### config.mk
export PLATFORM = sky130hd
export DESIGN_NAME = display_scan_ctrl
export DESIGN_NICKNAME = d
export VERILOG_FILES = /design/src/rtl/display_scan_ctrl.sv
export SDC_FILE = /design/constraint.sdc
export NUM_CORES = 1
export LEC_CHECK = 0
export BUFFER_PORTS_ARGS = -buffer_cell sky130_fd_sc_hd__buf_2
export CELL_PAD_IN_SITES_DETAIL_PLACEMENT = 0
export CELL_PAD_IN_SITES_GLOBAL_PLACEMENT = 1
export CORE_MARGIN = 5
export CORE_UTILIZATION = 40
export CTS_CLUSTER_SIZE = 28
export DETAILED_ROUTE_END_ITERATION = 10
export PLACE_DENSITY = 0.76
export REMOVE_ABC_BUFFERS = 1
export SYNTH_ARGS = -nofsm -noshare
export SYNTH_HDL_FRONTEND = slang
export SYNTH_SLANG_ARGS = --single-unit
### constraint.sdc
create_clock -name clk -period 3.9 [get_ports clk]
set_input_delay 0.78 -clock clk [delete_from_list [all_inputs] [get_ports clk]]
set_output_delay 0.78 -clock clk [all_outputs]
set_load 0.05 [all_outputs]
### src/rtl/display_scan_ctrl.sv
// display_scan_ctrl: time-multiplexed BCD scan controller for a common-anode 7-segment display
module display_scan_ctrl #(
    parameter int N_DIGITS     = 8,
    parameter int REFRESH_DIV  = 100000,
    parameter int BLANK_CYCLES = 1000
) (
    input  logic                  clk,
    input  logic                  rst_n,
    input  logic                  load_valid,
    output logic                  load_ready,
    input  logic [4*N_DIGITS-1:0] digits_in,
    input  logic [N_DIGITS-1:0]   dp_in,
    input  logic                  lz_en,
    output logic [3:0]            bcd_out,
    output logic [N_DIGITS-1:0]   an_n,
    output logic                  dp_n,
    output logic                  frame_start
);
    localparam int CW = $clog2(REFRESH_DIV);
    localparam int IW = N_DIGITS > 1 ? $clog2(N_DIGITS) : 1;

    typedef enum logic {BLANK, SHOW} state_t;

    state_t                r_state, w_state_nxt;
    logic [CW-1:0]         r_cnt, w_cnt_nxt;
    logic [IW-1:0]         r_idx, w_idx_nxt;
    logic [4*N_DIGITS-1:0] r_act_dig, r_pend_dig;
    logic [N_DIGITS-1:0]   r_act_dp, r_pend_dp, w_sup, w_an;
    logic                  r_act_lz, r_pend_lz, r_pend_full;
    logic                  w_boundary, w_accept, w_slot_end, w_zero_run;
    logic [3:0]            w_digit;

    // The boundary is the first BLANK cycle of digit 0; frames swap only here.
    assign w_boundary = (r_state == BLANK) && (r_cnt == '0) && (r_idx == '0);
    assign w_accept   = load_valid && !r_pend_full;
    assign load_ready = !r_pend_full;
    assign w_digit    = r_act_dig[{r_idx, 2'b00} +: 4];

    // Scan state, slot counter and digit index registers
    always_ff @(posedge clk or negedge rst_n) begin
        if (!rst_n) begin
            r_state <= BLANK;
            r_cnt   <= '0;
            r_idx   <= '0;
        end else begin
            r_state <= w_state_nxt;
            r_cnt   <= w_cnt_nxt;
            r_idx   <= w_idx_nxt;
        end
    end

    // Next-state: BLANK for the guard period, SHOW for the rest of the slot, then advance digit
    always_comb begin
        w_state_nxt = r_state;
        w_idx_nxt   = r_idx;
        w_slot_end  = r_cnt == CW'(REFRESH_DIV - 1);
        w_cnt_nxt   = w_slot_end ? '0 : r_cnt + 1'b1;
        if (r_state == BLANK && r_cnt == CW'(BLANK_CYCLES - 1))
            w_state_nxt = SHOW;
        if (r_state == SHOW && w_slot_end) begin
            w_state_nxt = BLANK;
            w_idx_nxt   = r_idx == IW'(N_DIGITS - 1) ? '0 : r_idx + 1'b1;
        end
    end

    // Pending buffer captures on handshake; active frame loads from it only at a boundary
    always_ff @(posedge clk or negedge rst_n) begin
        if (!rst_n) begin
            r_pend_full <= 1'b0;
            r_pend_dig  <= '0;
            r_pend_dp   <= '0;
            r_pend_lz   <= 1'b0;
            r_act_dig   <= '0;
            r_act_dp    <= '0;
            r_act_lz    <= 1'b0;
        end else begin
            r_pend_full <= w_accept || (r_pend_full && !w_boundary);
            if (w_accept) begin
                r_pend_dig <= digits_in;
                r_pend_dp  <= dp_in;
                r_pend_lz  <= lz_en;
            end
            if (w_boundary && r_pend_full) begin
                r_act_dig <= r_pend_dig;
                r_act_dp  <= r_pend_dp;
                r_act_lz  <= r_pend_lz;
            end
        end
    end

    // Leading-zero mask: walk down from the top digit while digits stay zero; digit 0 never blanks
    always_comb begin
        w_sup      = '0;
        w_zero_run = r_act_lz;
        for (int i = N_DIGITS - 1; i > 0; i--) begin
            w_zero_run = w_zero_run && (r_act_dig[4*i +: 4] == 4'd0);
            w_sup[i]   = w_zero_run;
        end
    end

    // One-hot active-low anode for the current index
    always_comb begin
        w_an        = '1;
        w_an[r_idx] = 1'b0;
    end

    // Registered display outputs, driven from the current scan state
    always_ff @(posedge clk or negedge rst_n) begin
        if (!rst_n) begin
            an_n        <= '1;
            bcd_out     <= 4'hF;
            dp_n        <= 1'b1;
            frame_start <= 1'b0;
        end else begin
            frame_start <= w_boundary;
            an_n        <= r_state == SHOW ? w_an : '1;
            bcd_out     <= (r_state == SHOW && !w_sup[r_idx]) ? w_digit : 4'hF;
            dp_n        <= r_state == SHOW ? ~r_act_dp[r_idx] : 1'b1;
        end
    end
endmodule
==> flow_summary.json <==
{
  "synth_most_common_cell": "dfrtp_1",
  "area_delta_synth_final_pct": 21.02,
  "cpLargestDelayFamily": "simple AND/OR/NAND/NOR gates",
  "gp_congestion": 0.8916,
  "die_area_um2": 15350,
  "antenna_left": 0,
  "drt_wl_total_um": 10410,
  "hold_path_class": "in2async",
  "post_drt_via_cell_ratio": 5.031,
  "finalPower_uw": 3077,
  "worstReg2RegEnd": "r_act_dig[1]$_DFFE_PN0P_",
  "grt_setup_unrepaired": "no",
  "slew_headroom_pct": 20.59,
  "ys_warn_count": 0,
  "dpl.cell_count": 577,
  "r2r_cells": 5,
  "worstSetupPathType": "reg2reg",
  "ctsResizeCount": 0,
  "finalSetupViolations": 0,
  "grt_max_degree": 69,
  "finalNetCount": 473,
  "synth_top_area_share_pct": 50.63,
  "cts_buffers": 17,
  "max_cap_violations": 0,
  "cts-root-buf": "clkbuf_16",
  "num_vias": 3064,
  "hold_buffers": 0,
  "power.density_nw_per_um2": 490.0,
  "numClockSinks": 118,
  "period_share_pct": 71.52,
  "drv_slew": 0,
  "synth_area_leaders": "dfrtp_1 51%, mux2_4 11%, mux2_2 10%, dfstp_2 6.6%, mux4_2 3.0%",
  "place_area_um2": 5644,
  "firstDrtPassIters": 5,
  "netlist_top_cells_count": "105 x dfrtp_1, 48 x mux2_2, 39 x mux2_4, 16 x nor2_1",
  "cpMaxStageDelayCell": "dfrtp_1",
  "postSynthCellCount": 363,
  "grt-ovfl-total": 0,
  "cp-end-kind": "flip-flop",
  "h-tree-depth": 4,
  "outcome": "complete, no violations",
  "io_buffers": 58,
  "post_synth_num_cell_types": 43,
  "design_area_um2": 6281,
  "grtUsageTotal_pct": 15.10,
  "drive_above_1_share_pct": 46.22,
  "critPathMaxFanout": 42,
  "rows": 41,
  "stdcell_count": 609,
  "clk_path_buf_depth": 2,
  "cp_cell_sequence": "nor4b_1 > nor4bb_1 > or3b_2 > buf_12 > mux2_4",
  "synth_area_per_cell_um2": 14.30,
  "fin_tns_setup_ps": 0,
  "hpwl_um": 7024,
  "pin_count": 59,
  "worstPathArrival_ps": 3080,
  "hold_viol_final": 0,
  "utilization_pct": 49.57,
  "die_width_um": 123.9,
  "wl_per_cell_um": 17.10,
  "dieHeight_um": 123.9,
  "grt_pass1_vias": 3347,
  "grt_first_pass_wirelength_um": 17570,
  "postCtsSetupBuffers": 0,
  "tritoncts": "built",
  "start_util_pct": 40.96,
  "cpPeakStageDelay_ps": 730,
  "irDropWorstVdd_uv": 346.3,
  "timing.fmax_mhz": 358.5,
  "synth_area_um2": 5190,
  "drt_iter0_markers": 180,
  "start_kind": "flip-flop",
  "clk_pin_slew_ps": 50,
  "insertion_delay_ps": 410,
  "critPathBufInv": 1,
  "reg2reg_from": "r_idx[2]$_DFFE_PN0P_",
  "p_leak_uw": 0.002950,
  "drc": 0,
  "skew_ps": 5.424,
  "synth_edf_count": 0,
  "synthFlopType": "dfrtp_1",
  "critPathRequiredTime_ps": 4190,
  "r2r_setup_slack_ps": 1110,
  "period_minus_slack_ps": 2789,
  "antenna_found_initial": 0,
  "async_flop_share_pct": 100.0,
  "synth-seq-area-share_pct": 57.21,
  "antenna_cells": 0,
  "core_um2": 12670,
  "synth_top_area_cell": "dfrtp_1",
  "worstMarginPinSlew_ps": 1189,
  "synth.ff_latch_count": 118
}
[layer usage]
layer / wire length (µm) / part of all wire (%) / up-vias / global-route usage, %
met5: 0 / 0 / - / 0
met4: 151 / 1.5 / 0 / 4.449
met3: 508 / 4.9 / 11 / 5.359
met2: 4986 / 48 / 71 / 22.91
met1: 4765 / 46 / 1537 / 20.54
li1: - / - / 1445 / -
[power by group]
part | total [µW] | leakage, µW | internal, µW | switching [µW]
Combinational | 98.8 | 0.00114 | 58.5 | 40.3
Sequential | 1320 | 0.00150 | 1280 | 34.9
Clock | 1660 | 0.000306 | 1130 | 527
Total | 3080 | 0.00295 | 2480 | 602
[state kept, by name (all words and copies together) (netlist names)]
| name | flops |
|---|---|
| r_cnt | 17 |
| an_n | 8 |
| frame_start | 1 |
| r_act_lz | 1 |
| r_pend_dig | 32 |
| r_pend_dp | 8 |
| r_act_dp | 8 |
| r_pend_full | 1 |
| r_pend_lz | 1 |
| r_act_dig | 32 |
| r_state | 1 |
| r_idx | 3 |
| dp_n | 1 |
| bcd_out | 4 |
[through the flow]
step	hold WS, ps	setup WS, ps
6_report	395.2	1111
5_1_grt	442.2	934.2
4_1_cts	417.9	1128
3_5_place_dp	484.6	1138
3_3_place_gp	472.2	1191
2_1_floorplan	452.9	585.6
[worst max path at each step]
stage | startpoint | endpoint | slack (ps) | cells after the start
6_report | r_idx[2]$_DFFE_PN0P_ | r_act_dig[1]$_DFFE_PN0P_ | 1110 | 5
5_1_grt | r_idx[0]$_DFFE_PN0P_ | r_act_dig[6]$_DFFE_PN0P_ | 930 | 6
4_1_cts | r_idx[0]$_DFFE_PN0P_ | r_act_dig[7]$_DFFE_PN0P_ | 1130 | 6
3_5_place_dp | r_idx[0]$_DFFE_PN0P_ | r_act_dp[3]$_DFFE_PN0P_ | 1140 | 6
3_3_place_gp | r_idx[0]$_DFFE_PN0P_ | r_act_dp[4]$_DFFE_PN0P_ | 1190 | 6
2_1_floorplan | r_idx[0]$_DFFE_PN0P_ | r_act_dp[7]$_DFFE_PN0P_ | 590 | 5
[kinds of logic (layout without fill, tap and decap cells)]
kind of cell | after synthesis | count (layout) | share of synthesized area, %
buffers and inverters | 26 | 100 | 2.604
XOR/XNOR | 12 | 12 | 2.025
AND/OR/NAND/NOR | 85 | 85 | 9.089
multiplexers | 96 | 96 | 25.12
AO/OA/AOI/OAI | 21 | 21 | 2.749
flip-flops | 118 | 118 | 57.21
adder cells (fa/ha/maj) | 5 | 5 | 1.205
[layout by cell type (no fill, tap or decap), types with 5 or more instances in the layout]
| master | instances |
|---|---|
| buf_2 | 57 |
| nand4_1 | 7 |
| mux2_4 | 39 |
| mux2_2 | 48 |
| clkbuf_16 | 17 |
| nand3_1 | 12 |
| ha_1 | 5 |
| or3_1 | 5 |
| nor4_1 | 8 |
| dfstp_2 | 13 |
| xor2_1 | 8 |
| nor2_1 | 16 |
| mux4_2 | 7 |
| dfrtp_1 | 105 |
| inv_1 | 7 |
| nand2_1 | 13 |
| and3_1 | 6 |
[final cells by class]
type	instances	area, µm²
tap	172	215.2
multi-input combinational	219	2093
sequential	118	2969
fill	1106	6390
clock inverter	8	145.1
inverter	7	26.28
clock buffer	24	491.7
timing repair buffer	61	340.3
Power figures use the tool's default switching activity.
